File: src/rtl/ecc_sed_fifo.sv
// ecc_sed_fifo: synchronous show-ahead FIFO; rdata always shows the head entry.
//   clk, rst     clock and synchronous active-high reset
//   push, wdata  write request and data (ignored when full unless popping)
//   pop          remove head (ignored when empty)
//   rdata        head entry, valid while empty=0
//   full, empty  occupancy flags
module ecc_sed_fifo #(
    parameter int unsigned WIDTH = 13,
    parameter int unsigned DEPTH = 4
) (
    input  logic             clk,
    input  logic             rst,
    input  logic             push,
    input  logic             pop,
    input  logic [WIDTH-1:0] wdata,
    output logic [WIDTH-1:0] rdata,
    output logic             full,
    output logic             empty
);

    localparam int unsigned AW = $clog2(DEPTH);
    localparam int unsigned CW = AW + 1;

    logic [WIDTH-1:0] mem [DEPTH];
    logic [AW-1:0]    wr_ptr;
    logic [AW-1:0]    rd_ptr;
    logic [CW-1:0]    count;
    logic             do_push;
    logic             do_pop;

    assign full  = (count == CW'(DEPTH));
    assign empty = (count == '0);
    assign rdata = mem[rd_ptr];

    // A push at full is only accepted when the head leaves in the same cycle.
    assign do_pop  = pop & ~empty;
    assign do_push = push & (~full | do_pop);

    // Storage: no reset needed, contents are qualified by count.
    always_ff @(posedge clk) begin
        if (do_push) begin
            mem[wr_ptr] <= wdata;
        end
    end

    // Pointers wrap naturally since DEPTH is a power of two.
    always_ff @(posedge clk) begin
        if (rst) begin
            wr_ptr <= '0;
            rd_ptr <= '0;
            count  <= '0;
        end else begin
            if (do_push) begin
                wr_ptr <= wr_ptr + AW'(1);
            end
            if (do_pop) begin
                rd_ptr <= rd_ptr + AW'(1);
            end
            case ({do_push, do_pop})
                2'b10:   count <= count + CW'(1);
                2'b01:   count <= count - CW'(1);
                default: count <= count;
            endcase
        end
    end

endmodule

File: config.mk
export PLATFORM = sky130hd
export DESIGN_NAME = ecc_sed_fifo
export DESIGN_NICKNAME = d
export VERILOG_FILES = /design/src/rtl/ecc_sed_fifo.sv
export SDC_FILE = /design/constraint.sdc
export NUM_CORES = 1
export LEC_CHECK = 0
export CAP_MARGIN = 5
export CORE_MARGIN = 1.5
export CORE_UTILIZATION = 40
export CTS_BUF_LIST = sky130_fd_sc_hd__clkbuf_8
export CTS_CLUSTER_DIAMETER = 30
export DETAILED_ROUTE_END_ITERATION = 12
export RECOVER_POWER = 50
export SLEW_MARGIN = 20
export SYNTH_ARGS = -nofsm -noshare
export SYNTH_HDL_FRONTEND = slang
export SYNTH_SLANG_ARGS = --single-unit
File: constraint.sdc
create_clock -name clk -period 2.35 [get_ports clk]
set_input_delay 0.3525 -clock clk [delete_from_list [all_inputs] [get_ports clk]]
set_output_delay 0.3525 -clock clk [all_outputs]
set_load 0.005 [all_outputs]
==> flow_metrics.env, run 1 <==
export IMPL_status="finished clean"
export IMPL_p_leak_nw=0.991
export IMPL_cp_num_buf_inv=2
export IMPL_layout_commonest_cell="edfxtp_1"
export IMPL_cts_buffers_inserted=9
export IMPL_fp_row_count=28
export IMPL_tightest_slew_ps=696
export IMPL_synth_edf_count=52
export IMPL_grt_pass1_wl_um=6370
export IMPL_dp_hpwl_um=2580
export IMPL_final_area_um2=2980
export IMPL_initial_core_util_pct=41.1
export IMPL_clock_latency_ps=320
export IMPL_period_needed_ps=2200
export IMPL_fp_dieH_um=80.6
export IMPL_yosysSeqAreaShare_pct=72.3
export IMPL_critPathMaxFanout=13
export IMPL_hold_viol=0
export IMPL_hold_class="reg2reg"
export IMPL_cp_cell_sequence="buf_12, mux4_2, clkdlybuf4s50_1"
export IMPL_synthTopCellsByArea="edfxtp_1 65%, mux4_2 12%, dfxtp_1 7.5%"
export IMPL_ys_warn_count=0
export IMPL_fp_dieArea_um2=6490
export IMPL_netlist_area_leader_share_pct=64.9
export IMPL_routedWlPerCell_um=16.0
export IMPL_core_area_um2=5850
export IMPL_multi_input_area_um2=606
export IMPL_total_power_mw=2.50
export IMPL_cts_hold_fix_buffers=0
export IMPL_yosysTopAreaCell="edfxtp_1"
export IMPL_dieWidth_um=80.6
export IMPL_clkSinkCount=61
export IMPL_gp_congestion=0.660
export IMPL_drtIter0Drc=56
export IMPL_layout_common_cells="52 x edfxtp_1, 16 x dlygate4sd3_1, 15 x clkdlybuf4s50_1"
export IMPL_r2r_slack_ps=300
export IMPL_cts_resized=0
export IMPL_end_kind="primary output"
export IMPL_cp_slowest_cell="mux4_2"
export IMPL_antenna_left=0
export IMPL_antenna_found_initial=0
export IMPL_rsz0062_at_grt="false"
export IMPL_slew_headroom_pct=53.0
export IMPL_grt_max_degree=14
export IMPL_ys_seq_elements=61
export IMPL_drt_wl_total_um=4000
export IMPL_syn_num_nets=148
export IMPL_p_per_area_nw_per_um2=838
export IMPL_grt_util_all_layers_pct=14.1
export IMPL_required_ps=2000
export IMPL_critPathLaunchType="flop"
export IMPL_port_buffers=31
export IMPL_critPathTopFamily="buffers and inverters"
export IMPL_overflow=0
export IMPL_slew_viol_final=0
export IMPL_place_area_um2=2840
export IMPL_synth_area_um2=2410
export IMPL_nets=191
export IMPL_clk_pin_slew_ps=60
export IMPL_regArea_um2=1740
export IMPL_cts_tree="built"
export IMPL_skew_ps=5.32
export IMPL_crit_type="reg2out"
export IMPL_grt_pass1_vias=1380
export IMPL_post_drt_via_cell_ratio=5.01
export IMPL_cap_violations=0
export IMPL_synth_cell_types=31
export IMPL_synthArstFlopShare_pct=0
export IMPL_fin_ws_ps=153
export IMPL_netlist_instances=126
export IMPL_vias=1248
export IMPL_io_pins=32
export IMPL_cts_setup_buffers=0
export IMPL_ir_drop_mv=0.351
export IMPL_worstPathArrival_ps=1840
export IMPL_drive_gt1_share_pct=19.0
export IMPL_syn_to_final_growth_pct=23.8
export IMPL_dp_slack_ps=-70.2
export IMPL_synthFlopType="edfxtp_1"
export IMPL_n_antenna_cell=0
export IMPL_drc=0
export IMPL_fill_cells=491
export IMPL_fin_crit_sh_pct=93.5
export IMPL_timing_fmax_mhz=455
export IMPL_slowest_delay_ps=520
export IMPL_clock_path_buffers=2
export IMPL_setup_violations=0
export IMPL_drtPass1Iterations=4
export IMPL_cts_root_buf="clkbuf_8"
export IMPL_htree_levels=3
export IMPL_syn_avg_cell_area_um2=19.1
-- through the flow --
step	TNS [ps]	hold slack (ps)	util [%]	std cells
2_1_floorplan	0	451	-	126
3_3_place_gp	0	510	48.5	233
3_5_place_dp	-70.2	527	48.5	233
4_1_cts	0	542	51.2	249
5_1_grt	0	574	50.9	249
6_report	0	544	50.9	249
-- worst min-delay path: stages, from the launching register on --
cell and delay, ps:
dfxtp_1 320, xor2_1 60, nor2_1 120
-- where the power goes --
part | leakage, nW | internal [mW] | switching [mW]
combinational | 0.353 | 0.282 | 0.195
sequential | 0.551 | 1.26 | 0.0412
clock | 0.0874 | 0.364 | 0.356
-- registers in the layout, indices dropped and copies added (netlist names), named ones only --
name / flops
wr_ptr: 2
mem: 52
count: 3
rd_ptr: 2
-- layer usage --
| metal | share of wire, % | up-vias | routed length (µm) | GRT usage, % |
|---|---|---|---|---|
| met4 | 1.2 | 0 | 48 | 5.69 |
| met2 | 55 | 30 | 2190 | 25.1 |
| met1 | 39 | 636 | 1550 | 14.4 |
| li1 | - | 575 | - | - |
| met3 | 5.3 | 7 | 211 | 6.14 |
| met5 | 0 | - | 0 | 0 |
-- cell type report --
cell class / instances / area share (%)
timing repair buffer: 37 / 12.1
clock inverter: 7 / 1.09
tap: 75 / 3.15
sequential: 61 / 58.4
multi-input combinational: 54 / 20.3
clock buffer: 9 / 4.16
inverter: 6 / 0.756
-- Yosys cell counts, types with 2 or more instances --
library cell and count:
inv_1 6, mux4_2 13, nand2b_1 3, dfxtp_1 9
nand3_1 2, xor2_1 3, ha_1 4, nor3_1 2
xnor2_1 2, edfxtp_1 52, nor2_1 7, and2_1 4
-- path summary, 6_finish.rpt --
path / start / end / cells after the start
min: rd_ptr[1] / rd_ptr[1] / 2
min reg2reg: rd_ptr[1] / rd_ptr[1] / 2
max: flop / rdata[10] / 3
max reg2reg: count[0] / count[2] / 6
-- cell families after synthesis --
| kind of cell | synth area share, % |
|---|---|
| simple gates | 5.46 |
| xor+xnor | 1.82 |
| compound gates | 2.18 |
| buf+inv | 2.23 |
| mux | 13.0 |
| flops | 72.3 |
| fa+ha+maj | 2.91 |
(Power assumes the default switching activity.)
==> run 2, diff against run 1 <==
Settings changed: CTS_BUF_LIST sky130_fd_sc_hd__clkbuf_8 to sky130_fd_sc_hd__clkbuf_4, SKIP_LAST_GASP from default to 1.
==> run 2 against run 1 <==
- worst setup slack got worse by 80 ps
- register-to-register slack about the same
- power is 6.1% lower
- clock power down 25%
- combinational power up 5.5%
- first-iteration DRC count down 20%
- via count up 1.4%
==> flow_metrics.env, run 2 (synthesized netlist as in run 1, its figures left out) <==
export IMPL_r2r_start="count[0]"
export IMPL_whs_path_depth=2
export IMPL_clock_latency_ps=380
export IMPL_htree_levels=3
export IMPL_fin_crit_sh_pct=96.9
export IMPL_initial_core_util_pct=41.1
export IMPL_slew_viol_final=0
export IMPL_required_ps=2000
export IMPL_setup_tns_ps=0
export IMPL_hp_start="rd_ptr[1]"
export IMPL_tightest_slew_ps=718
export IMPL_antenna_left=0
export IMPL_grt_pass1_vias=1393
export IMPL_top_register="mem"
export IMPL_top_regs="mem (52), count (3)"
export IMPL_multi_input_area_um2=606
export IMPL_regArea_um2=1740
export IMPL_drive_gt1_share_pct=20.0
export IMPL_reg2reg_depth=6
export IMPL_clock_path_buffers=2
export IMPL_critPathMaxFanout=6
export IMPL_fin_ws_ps=73.2
export IMPL_ir_drop_mv=0.297
export IMPL_slew_headroom_pct=52.1
export IMPL_timing_fmax_mhz=439
export IMPL_skew_ps=9.88
export IMPL_gp_congestion=0.660
export IMPL_cts_setup_buffers=0
export IMPL_nets=192
export IMPL_p_per_area_nw_per_um2=796
export IMPL_fp_dieH_um=80.6
export IMPL_fp_row_count=28
export IMPL_period_needed_ps=2280
export IMPL_hold_viol=0
export IMPL_critPathLaunchType="flop"
export IMPL_port_buffers=31
export IMPL_grt_pass1_wl_um=6370
export IMPL_cts_root_buf="clkbuf_4"
export IMPL_total_power_mw=2.35
export IMPL_status="finished clean"
export IMPL_layout_common_cells="52 x edfxtp_1, 17 x clkdlybuf4s50_1, 14 x dlygate4sd3_1"
export IMPL_worstPathArrival_ps=1920
export IMPL_setup_violations=0
export IMPL_crit_type="reg2out"
export IMPL_core_area_um2=5850
export IMPL_vias=1265
export IMPL_p_leak_nw=0.980
export IMPL_fp_dieArea_um2=6490
export IMPL_grt_busiest_layer="met2"
export IMPL_overflow=0
export IMPL_grt_util_all_layers_pct=14.0
export IMPL_layout_commonest_cell="edfxtp_1"
export IMPL_n_antenna_cell=0
export IMPL_drtPass1Iterations=4
export IMPL_cts_buffers_inserted=9
export IMPL_hold_class="reg2reg"
export IMPL_post_drt_via_cell_ratio=5.06
export IMPL_dieWidth_um=80.6
export IMPL_drtIter0Drc=45
export IMPL_cap_violations=0
export IMPL_clkSinkCount=61
export IMPL_routedWlPerCell_um=16.4
export IMPL_largest_register_ffs=52
export IMPL_use_met1_pct=14.5
export IMPL_antenna_found_initial=0
export IMPL_fill_cells=491
export IMPL_r2r_slack_ps=300
export IMPL_io_pins=32
export IMPL_drc=0
export IMPL_drt_wl_total_um=4100
export IMPL_syn_to_final_growth_pct=22.6
export IMPL_end_kind="primary output"
export IMPL_grt_max_degree=14
export IMPL_grtUsageMet3_pct=5.11
export IMPL_whs_endpoint="rd_ptr[1]"
export IMPL_hold_ws_ps=545
export IMPL_clk_pin_slew_ps=100
export IMPL_cts_tree="built"
export IMPL_use_met2_pct=25.0
export IMPL_dp_slack_ps=-70.2
export IMPL_dp_hpwl_um=2580
export IMPL_r2r_end="count[2]"
-- run 2: changes by cell type in the layout (fill, tap and decap cells not counted) --
cell,delta
clkbuf_16,+1
clkbuf_4,+9
clkbuf_8,-9
clkdlybuf4s50_1,+2
dfxtp_1,-1
dfxtp_2,+1
dlygate4sd3_1,-2
-- run 2: final cells by class --
class / instances / share of cell area [%]
clock inverter: 7 / 1.10
sequential: 61 / 59.1
timing repair buffer: 38 / 13.1
multi-input combinational: 54 / 20.5
clock buffer: 9 / 2.29
inverter: 6 / 0.763
tap: 75 / 3.18
-- run 2: report_power, final --
group,leakage (nW),internal (mW),switching [mW]
combinational,0.364,0.303,0.200
sequential,0.551,1.26,0.0460
clock,0.0641,0.201,0.339
-- run 2: stage by stage --
stage          cells  cell area, µm²  utilization, %
3_5_place_dp     233            2840            48.5
3_3_place_gp     233            2840            48.5
5_1_grt          250            2950            50.4
2_1_floorplan    126            2410               -
4_1_cts          249            2940            50.2
6_report         250            2950            50.4
-- run 2: worst max-delay path by stage --
stage | from | to | slack, ps | cells after the start
finish | flop | rdata[3] | 70 | 3
global route | flop | rdata[10] | -10 | 3
CTS | flop | rdata[10] | 40 | 3
detailed placement | pop | count[2] | -70 | 7
global placement | pop | count[2] | 70 | 7
floorplan | count[0] | count[2] | 470 | 7
-- run 2: routing by layer --
layer	share of wire (%)	wire length, µm	vias to the layer above
met5	0	0	-
met4	1.7	69	0
met3	4.9	203	8
met2	54	2230	28
met1	39	1600	649
li1	-	-	580
-- run 2: critical path: stages (launching register included) --
cell and delay (ps):
dfxtp_2 400, clkbuf_16 180, mux4_2 490, clkdlybuf4s50_1 470
-- run 2: repair_timing --
action / 4_1_cts / 5_1_grt
hold endpoints to repair: 0 / 0
endpoints found under the setup margin: 0 / 10
hold buffers: 0 / 0
resized for setup: 0 / 1
==> run 3, diff against run 2 <==
Settings changed: CELL_PAD_IN_SITES_DETAIL_PLACEMENT from default to 1, CELL_PAD_IN_SITES_GLOBAL_PLACEMENT from default to 2, PLACE_DENSITY_LB_ADDON from default to 0.1, TNS_END_PERCENT from default to 100.
==> run 3 against run 2 <==
- highest routed layer unchanged
- fmax rose by 0.39%
- critical path depth did not move
- wire length up 3.8%
- sequential share of layout area increased by 0.16 points
- critical endpoint is now rdata[0]
- clock skew increased by 1.5 ps
- sequential cell count unchanged
- critical path type unchanged
- register-to-register slack improved by 40 ps
==> flow_metrics.env, run 3 (synthesized netlist as in run 1, its figures left out) <==
export IMPL_clkSinkCount=61
export IMPL_grt_util_all_layers_pct=14.6
export IMPL_cap_violations=0
export IMPL_n_antenna_cell=0
export IMPL_cts_root_buf="clkbuf_4"
export IMPL_ir_drop_mv=0.373
export IMPL_syn_to_final_growth_pct=22.1
export IMPL_antenna_found_initial=0
export IMPL_top_regs="mem (52), count (3)"
export IMPL_io_pins=32
export IMPL_skew_ps=11.4
export IMPL_core_area_um2=5850
export IMPL_rsz0062_at_grt="false"
export IMPL_reg2reg_depth=6
export IMPL_cts_buffers_inserted=9
export IMPL_routedWlPerCell_um=17.1
export IMPL_drc=0
export IMPL_internal_power_mw=1.77
export IMPL_crit_type="reg2out"
export IMPL_r2r_slack_ps=340
export IMPL_hp_start="rd_ptr[1]"
export IMPL_layout_commonest_cell="edfxtp_1"
export IMPL_clk_pin_slew_ps=100
export IMPL_hold_viol=0
export IMPL_vias=1246
export IMPL_regArea_um2=1740
export IMPL_dieWidth_um=80.6
export IMPL_drt_wl_total_um=4260
export IMPL_p_per_area_nw_per_um2=809
export IMPL_period_needed_ps=2270
export IMPL_multi_input_area_um2=603
export IMPL_cts_tree="built"
export IMPL_post_drt_via_cell_ratio=5.00
export IMPL_timing_fmax_mhz=441
export IMPL_required_ps=2000
export IMPL_gp_congestion=0.719
export IMPL_r2r_start="count[0]"
export IMPL_r2r_end="count[2]"
export IMPL_overflow=0
export IMPL_initial_core_util_pct=41.1
export IMPL_slew_headroom_pct=52.1
export IMPL_hold_ws_ps=545
export IMPL_antenna_left=0
export IMPL_drtIter0Drc=63
export IMPL_htree_levels=3
export IMPL_fp_dieH_um=80.6
export IMPL_status="finished clean"
export IMPL_whs_path_depth=2
export IMPL_net_switching_power_mw=0.611
export IMPL_swShare_pct=25.7
export IMPL_critPathLaunchType="flop"
export IMPL_drtPass1Iterations=4
export IMPL_fin_crit_sh_pct=96.5
export IMPL_pwr_share_comb_pct=20.3
export IMPL_worstPathArrival_ps=1920
export IMPL_clock_path_buffers=2
export IMPL_fill_cells=569
export IMPL_clock_latency_ps=390
export IMPL_grt_pass1_vias=1284
export IMPL_seqPwrFrac_pct=54.6
export IMPL_cts_resized=0
export IMPL_p_leak_nw=0.961
export IMPL_critPathMaxFanout=13
export IMPL_cts_setup_buffers=0
export IMPL_fp_row_count=28
export IMPL_hold_class="reg2reg"
export IMPL_largest_register_ffs=52
export IMPL_drive_gt1_share_pct=20.1
export IMPL_top_register="mem"
export IMPL_grt_pass1_wl_um=6520
export IMPL_dp_hpwl_um=2810
export IMPL_final_util_pct=50.3
export IMPL_layout_common_cells="52 x edfxtp_1, 17 x clkdlybuf4s50_1, 14 x dlygate4sd3_1"
export IMPL_port_buffers=31
export IMPL_slew_viol_final=0
export IMPL_end_kind="primary output"
export IMPL_cts_hold_fix_buffers=0
export IMPL_p_clk_share_pct=25.2
export IMPL_fp_dieArea_um2=6490
export IMPL_grt_max_degree=14
export IMPL_setup_violations=0
export IMPL_tightest_slew_ps=719
export IMPL_nets=191
-- run 3: cell count changes in the layout (fill, tap and decap cells not counted), sizes merged --
cell | previous run | this run
clkinvlp | 0 | 4
buf | 4 | 5
clkinv | 7 | 2
clkbuf | 12 | 11
-- run 3: power groups by stage --
stage	sequential [mW]	clock [mW]	combinational, mW
2_1_floorplan	1.31	0	0.268
3_3_place_gp	1.32	0	0.492
3_5_place_dp	1.33	0	0.505
4_1_cts	1.30	0.622	0.507
5_1_grt	1.31	0.666	0.532
6_report	1.30	0.599	0.483
-- run 3: final cells by class --
class,count,share of cell area [%]
clock buffers,10,2.55
well taps,75,3.19
clock inverters,6,1.36
inverters,6,0.766
repair buffers,37,12.4
flip-flops and latches,61,59.2
multi-input cells,54,20.5
-- run 3: critical path, stage by stage (launching register included) --
cell and delay [ps]:
dfxtp_1 370, buf_12 170, mux4_2 530, clkdlybuf4s50_1 460
-- run 3: metal layers --
layer	wire (µm)	part of all wire [%]	GRT usage, %	vias to the layer above
met5	0	0	0	-
met4	90	2.1	8.79	0
met3	190	4.5	3.30	9
met2	2150	50	24.3	30
met1	1830	43	17.2	626
li1	-	-	-	581
-- run 3: worst max-delay path by stage --
stage / start / to / cells after the start
6_report: flop / rdata[0] / 3
5_1_grt: flop / rdata[5] / 3
3_5_place_dp: pop / count[2] / 7
3_3_place_gp: pop / count[2] / 7
4_1_cts: flop / rdata[0] / 3
2_1_floorplan: count[0] / count[2] / 7
-- run 3: metrics by stage --
stage	instances	power, mW	instance area, µm²	setup TNS [ps]	worst slack, ps
finish	249	2.38	2940	0	82.1
global route	249	2.50	2940	0	4.27
CTS	249	2.43	2950	0	37.6
detailed placement	233	1.83	2840	-40.1	-40.1
global placement	233	1.81	2840	0	93.6
floorplan	126	1.58	2410	0	472
